**src/rtl/csidh_ise_pkg.sv**
```systemverilog
// Shared constants and FSM state type for the CSIDH-512 reduced-radix (57-bit limb) RV64 ISE blocks.
package csidh_ise_pkg;

    localparam int unsigned XLEN    = 64;
    localparam int unsigned RADIX   = 57;
    localparam int unsigned DIGIT_W = 16;
    localparam int unsigned N       = XLEN / DIGIT_W;
    localparam int unsigned CNT_W   = (N > 1) ? $clog2(N) : 1;
    // Only product bits [RADIX+XLEN-1:0] can ever reach rd, so the accumulator stops there.
    localparam int unsigned ACC_W   = RADIX + XLEN;

    typedef enum logic [1:0] {
        ST_IDLE,
        ST_MUL,
        ST_DONE
    } state_t;

endpackage

```
**src/rtl/csidh_madd57_dp.sv**
```systemverilog
// Digit-serial datapath: 64xDIGIT_W partial product, positional shift, accumulator, lu/hu select + rs3 add.
module csidh_madd57_dp
    import csidh_ise_pkg::*;
(
    input  logic             g_clk,
    input  logic             g_rst,
    input  logic             acc_clr_i,
    input  logic             acc_en_i,
    input  logic [CNT_W-1:0] cnt_i,
    input  logic [XLEN-1:0]  rs1_i,
    input  logic [XLEN-1:0]  rs2_i,
    input  logic [XLEN-1:0]  rs3_i,
    input  logic             op_lu_i,
    input  logic             op_hu_i,
    input  logic             res_en_i,
    output logic [XLEN-1:0]  rd_o
);

    logic [ACC_W-1:0]         acc_q, acc_d;
    logic [DIGIT_W-1:0]       digit;
    logic [XLEN+DIGIT_W-1:0]  pp;
    logic [ACC_W-1:0]         pp_sh;
    logic [31:0]              sh;
    logic [XLEN-1:0]          lu_sum, hu_sum;

    always_comb begin
        sh    = 32'(cnt_i) * DIGIT_W;
        digit = DIGIT_W'(rs2_i >> sh);
        pp    = {{DIGIT_W{1'b0}}, rs1_i} * {{XLEN{1'b0}}, digit};
        pp_sh = {{(ACC_W-XLEN-DIGIT_W){1'b0}}, pp} << sh;

        acc_d = acc_q;
        if (acc_clr_i) begin
            acc_d = '0;
        end else if (acc_en_i) begin
            acc_d = acc_q + pp_sh;
        end
    end

    always_ff @(posedge g_clk) begin
        if (g_rst) begin
            acc_q <= '0;
        end else begin
            acc_q <= acc_d;
        end
    end

    always_comb begin
        lu_sum = rs3_i + {{(XLEN-RADIX){1'b0}}, acc_q[RADIX-1:0]};
        hu_sum = rs3_i + acc_q[RADIX +: XLEN];
        rd_o   = '0;
        // Malformed op selects (both or neither) deliberately yield zero.
        if (res_en_i && op_lu_i && !op_hu_i) begin
            rd_o = lu_sum;
        end else if (res_en_i && op_hu_i && !op_lu_i) begin
            rd_o = hu_sum;
        end
    end

endmodule

```
**src/rtl/csidh_madd57_seq.sv**
```systemverilog
// madd57lu / madd57hu multiply-accumulate unit: FSM, step counter, operand capture and valid/ready handshake.
module csidh_madd57_seq
    import csidh_ise_pkg::*;
(
    input  logic            g_clk,
    input  logic            g_rst,
    input  logic            in_valid,
    output logic            in_ready,
    input  logic [XLEN-1:0] rs1,
    input  logic [XLEN-1:0] rs2,
    input  logic [XLEN-1:0] rs3,
    input  logic            op_madd57lu,
    input  logic            op_madd57hu,
    output logic            out_valid,
    input  logic            out_ready,
    output logic [XLEN-1:0] rd
);

    state_t           state_q, state_d;
    logic [CNT_W-1:0] cnt_q, cnt_d;
    logic [XLEN-1:0]  rs1_q, rs1_d;
    logic [XLEN-1:0]  rs2_q, rs2_d;
    logic [XLEN-1:0]  rs3_q, rs3_d;
    logic             lu_q, lu_d;
    logic             hu_q, hu_d;
    logic             acc_clr, acc_en;

    always_ff @(posedge g_clk) begin
        if (g_rst) begin
            state_q <= ST_IDLE;
            cnt_q   <= '0;
            rs1_q   <= '0;
            rs2_q   <= '0;
            rs3_q   <= '0;
            lu_q    <= 1'b0;
            hu_q    <= 1'b0;
        end else begin
            state_q <= state_d;
            cnt_q   <= cnt_d;
            rs1_q   <= rs1_d;
            rs2_q   <= rs2_d;
            rs3_q   <= rs3_d;
            lu_q    <= lu_d;
            hu_q    <= hu_d;
        end
    end

    always_comb begin
        state_d   = state_q;
        cnt_d     = cnt_q;
        rs1_d     = rs1_q;
        rs2_d     = rs2_q;
        rs3_d     = rs3_q;
        lu_d      = lu_q;
        hu_d      = hu_q;
        acc_clr   = 1'b0;
        acc_en    = 1'b0;
        in_ready  = 1'b0;
        out_valid = 1'b0;

        unique case (state_q)
            ST_IDLE: begin
                in_ready = 1'b1;
                if (in_valid) begin
                    rs1_d   = rs1;
                    rs2_d   = rs2;
                    rs3_d   = rs3;
                    lu_d    = op_madd57lu;
                    hu_d    = op_madd57hu;
                    cnt_d   = '0;
                    acc_clr = 1'b1;
                    state_d = ST_MUL;
                end
            end
            ST_MUL: begin
                acc_en = 1'b1;
                if (cnt_q == CNT_W'(N - 1)) begin
                    state_d = ST_DONE;
                end else begin
                    cnt_d = cnt_q + 1'b1;
                end
            end
            ST_DONE: begin
                out_valid = 1'b1;
                if (out_ready) begin
                    state_d = ST_IDLE;
                end
            end
            default: begin
                state_d = ST_IDLE;
            end
        endcase
    end

    csidh_madd57_dp u_dp (
        .g_clk     (g_clk),
        .g_rst     (g_rst),
        .acc_clr_i (acc_clr),
        .acc_en_i  (acc_en),
        .cnt_i     (cnt_q),
        .rs1_i     (rs1_q),
        .rs2_i     (rs2_q),
        .rs3_i     (rs3_q),
        .op_lu_i   (lu_q),
        .op_hu_i   (hu_q),
        .res_en_i  (state_q == ST_DONE),
        .rd_o      (rd)
    );

endmodule

```
**config.mk**
```make
export PLATFORM = sky130hd
export DESIGN_NAME = csidh_madd57_seq
export DESIGN_NICKNAME = d
export VERILOG_FILES = /design/src/rtl/csidh_ise_pkg.sv /design/src/rtl/csidh_madd57_dp.sv /design/src/rtl/csidh_madd57_seq.sv
export SDC_FILE = /design/constraint.sdc
export NUM_CORES = 2
export LEC_CHECK = 0
export BUFFER_PORTS_ARGS = -buffer_cell sky130_fd_sc_hd__buf_2
export CAP_MARGIN = 10
export CORE_MARGIN = 8
export CORE_UTILIZATION = 66
export CTS_BUF_LIST = sky130_fd_sc_hd__clkbuf_4 sky130_fd_sc_hd__clkbuf_8
export CTS_CLUSTER_DIAMETER = 150
export DETAILED_ROUTE_END_ITERATION = 12
export PLACE_DENSITY_LB_ADDON = 0.12
export SLEW_MARGIN = 10
export SYNTH_ARGS = -nofsm -noshare
export SYNTH_HDL_FRONTEND = slang
export SYNTH_SLANG_ARGS = --single-unit
```
**constraint.sdc**
```tcl
create_clock -name g_clk -period 15.2 [get_ports g_clk]
set_input_delay 2.28 -clock g_clk [delete_from_list [all_inputs] [get_ports g_clk]]
set_output_delay 2.28 -clock g_clk [all_outputs]
set_load 0.005 [all_outputs]
```
==> metrics.yaml <==
timing:
  post-route-min-period_ps: 13360
  relSlewSlack_pct: 23.52
  worst_pin_slew_ps: 1139
  setup-tns-final_ps: 0
  clock.fmax_ghz: 0.07484
  setup_violations: 0
  hold_violations: 0
  post-route-period-util_pct: 87.91
  rsz0062_at_grt: "no"
  finClkSkew_ps: 35.67
  drv_slew: 0
clock_network:
  cts_buffer_depth: 3
  htree_levels: 3
  clock_latency_ps: 730
  cts_setup_buffers: 0
  path_clk_slew_ps: 60
  cts_tree: "built"
  cts_root_buf: "clkbuf_8"
  cts_sinks: 319
  cts.repair.resized: 0
  cts_buffers: 67
  cts_hold_buffers: 0
logic_synthesis:
  syn-mean-instance-area_um2: 7.776
  synth_seq_cells: 319
  async_reset_ff_share_pct: 0
  synth-seq-area-share_pct: 10.73
  synth-main-ff-cell: "dfxtp_1"
  synth_edf_count: 0
  synthDistinctLibCells: 100
  synth-warning-count: 0
  synth_fp_nets: 9115
  synth_area_um2: 59530
  syn_inst: 7655
grt:
  antenna_found_initial: 8
  grt_max_degree: 103
  grt_pass1_vias: 55250
  gr-total-overflow: 0
  grt_util_all_layers_pct: 39.51
  grt_pass1_wl_um: 309900
run_status:
  status: "completed"
detailed_routing:
  drcViolationCount: 0
  vias: 55120
  wl_per_cell_um: 22.65
  drtAntennaViolNets: 0
  dr.pass1.iters: 6
  via_per_inst: 6.276
  drtIter0Drc: 5594
  drt_wl_total_um: 198900
final_layout:
  final_common_cell: "nand2_1"
  final_util_pct: 69.41
  final_cell_mix: "nand2_1 (1549), inv_1 (987), fa_1 (869)"
  drive_gt1_share_pct: 6.736
  final_nets: 9015
  nFillCells: 7542
  area_growth_pct: 4.641
critical_path:
  worst_setup_path_start_kind: "flip-flop"
  path_max_fanout: 41
  crit_type: "reg -> reg"
  critPathCaptureType: "flip-flop"
  crit_top_cell: "fa_1"
  critical_path.max_stage_delay_ps: 780
  crit_slowest_cell: "mux4_2"
  arrival_ps: 13970
  cp.required_ps: 15810
power_and_ir_drop:
  p_seq_share_pct: 27.3
  power_switching_uw: 1643
  power_leakage_uw: 0.02943
  vdd_ir_drop_max_uv: 77.81
  clockPowerShare_pct: 29.6
  p_int_uw: 1987
  power_frac_comb_pct: 43.0
  switching_share_pct: 45.26
  p_total_uw: 3629
  p_per_area_nw_per_um2: 58.27
hold_path:
  hp-class: "reg -> reg"
flow_run:
  maxCapViolations: 0
die:
  core_um2: 89740
  die_x_um: 316.3
  initial_utilization_pct: 66.33
  io_pins: 264
  std_cell_rows: 110
  dieHeight_um: 316.3
  dieArea_um2: 100100
placed_design:
  hpwl_um: 155800
  gp_congestion: 1.077
  io_buffers: 263
power groups by stage:
stage	clock [uW]	combinational [uW]	sequential [uW]
2_1_floorplan	0	1080	926
3_3_place_gp	0	1490	1000
5_1_grt	1110	1680	993
3_5_place_dp	0	1500	1000
4_1_cts	1090	1520	985
6_report	1080	1560	991
metrics by stage:
step	instances	worst slack, ps	area (um^2)	hold slack [ps]
6_report	8782	1838	62290	451.8
5_1_grt	8780	1345	62280	470.4
4_1_cts	8777	2218	62280	454.8
3_5_place_dp	8662	2253	60790	446.7
3_3_place_gp	8662	2342	60790	439.0
2_1_floorplan	7655	3903	59530	433.1
state kept, by name, summed over array words and instances (netlist names):
signal and flops:
u_dp.acc_q 121, state_q 2, cnt_q 2, rs3_q 64
hu_q 1, lu_q 1, rs2_q 64, rs1_q 64
synth_stat cells, drive strengths merged, types with 47 or more instances:
master     n  area [um^2]
o21bai    53        397.9
buf       65        389.1
nand3     81        405.4
xnor2    167         1463
clkbuf   417         1573
fa       869        17400
nand4    119        744.5
dfxtp    319         6386
inv      989         3712
nor2     264        991.0
a21oi    675         3378
o22ai     66        412.9
a31oi     47        294.0
o21ai    273         1374
nand2   1554         5848
mux2i     51        510.5
and2     364         2278
nor3      54        275.3
a21o     198         1486
ha       393         4917
xor2     120         1051
layout make-up:
class / count / area [um^2] / share of cell area (%)
Inverter: 989 / 3712 / 5.960
Clock inverter: 21 / 287.8 / 0.4620
Tap cell: 1176 / 1471 / 2.362
Sequential cell: 319 / 6391 / 10.26
Timing Repair Buffer: 316 / 1720 / 2.762
Antenna cell: 5 / 12.51 / 0.02009
Clock buffer: 94 / 1194 / 1.916
Multi-Input combinational cell: 5862 / 47500 / 76.26
worst max-delay path: cells and delay by family (launching register included):
kind,cells,cell delay (ps)
AO/OA/AOI/OAI,16,4400
XOR/XNOR,1,240
adder cells (fa/ha/maj),8,3810
buffers and inverters,4,970
flip-flops,1,690
multiplexers,3,1650
AND/OR/NAND/NOR,6,1500
worst paths after layout:
kind	slack, ps	cells past startpoint	to	startpoint
max	1840	38	u_dp.acc_q[115]	cnt_q[0]
min	450	2	rs2_q[36]	rs2_q[36]
max reg2reg	1840	38	u_dp.acc_q[115]	cnt_q[0]
min reg2reg	450	2	rs2_q[36]	rs2_q[36]
cells by family (layout without fill, tap and decap cells):
logic type | Yosys count | after routing | share of synthesized area [%]
simple gates | 2646 | 2646 | 20.10
flops | 319 | 319 | 10.73
mux | 76 | 76 | 1.633
fa+ha+maj | 1262 | 1262 | 37.49
other cells | 0 | 5 | 0
compound gates | 1591 | 1591 | 16.24
buf+inv | 1474 | 1420 | 9.589
xor+xnor | 287 | 287 | 4.223
metal layers:
layer / wire length, um / vias up / GRT usage [%]
li1: - / 24620 / -
met1: 75200 / 26740 / 50.62
met2: 90400 / 3078 / 62.74
met3: 21410 / 677 / 8.893
met4: 11790 / 10 / 20.42
met5: 71 / - / 0
(Power assumes the default switching activity.)
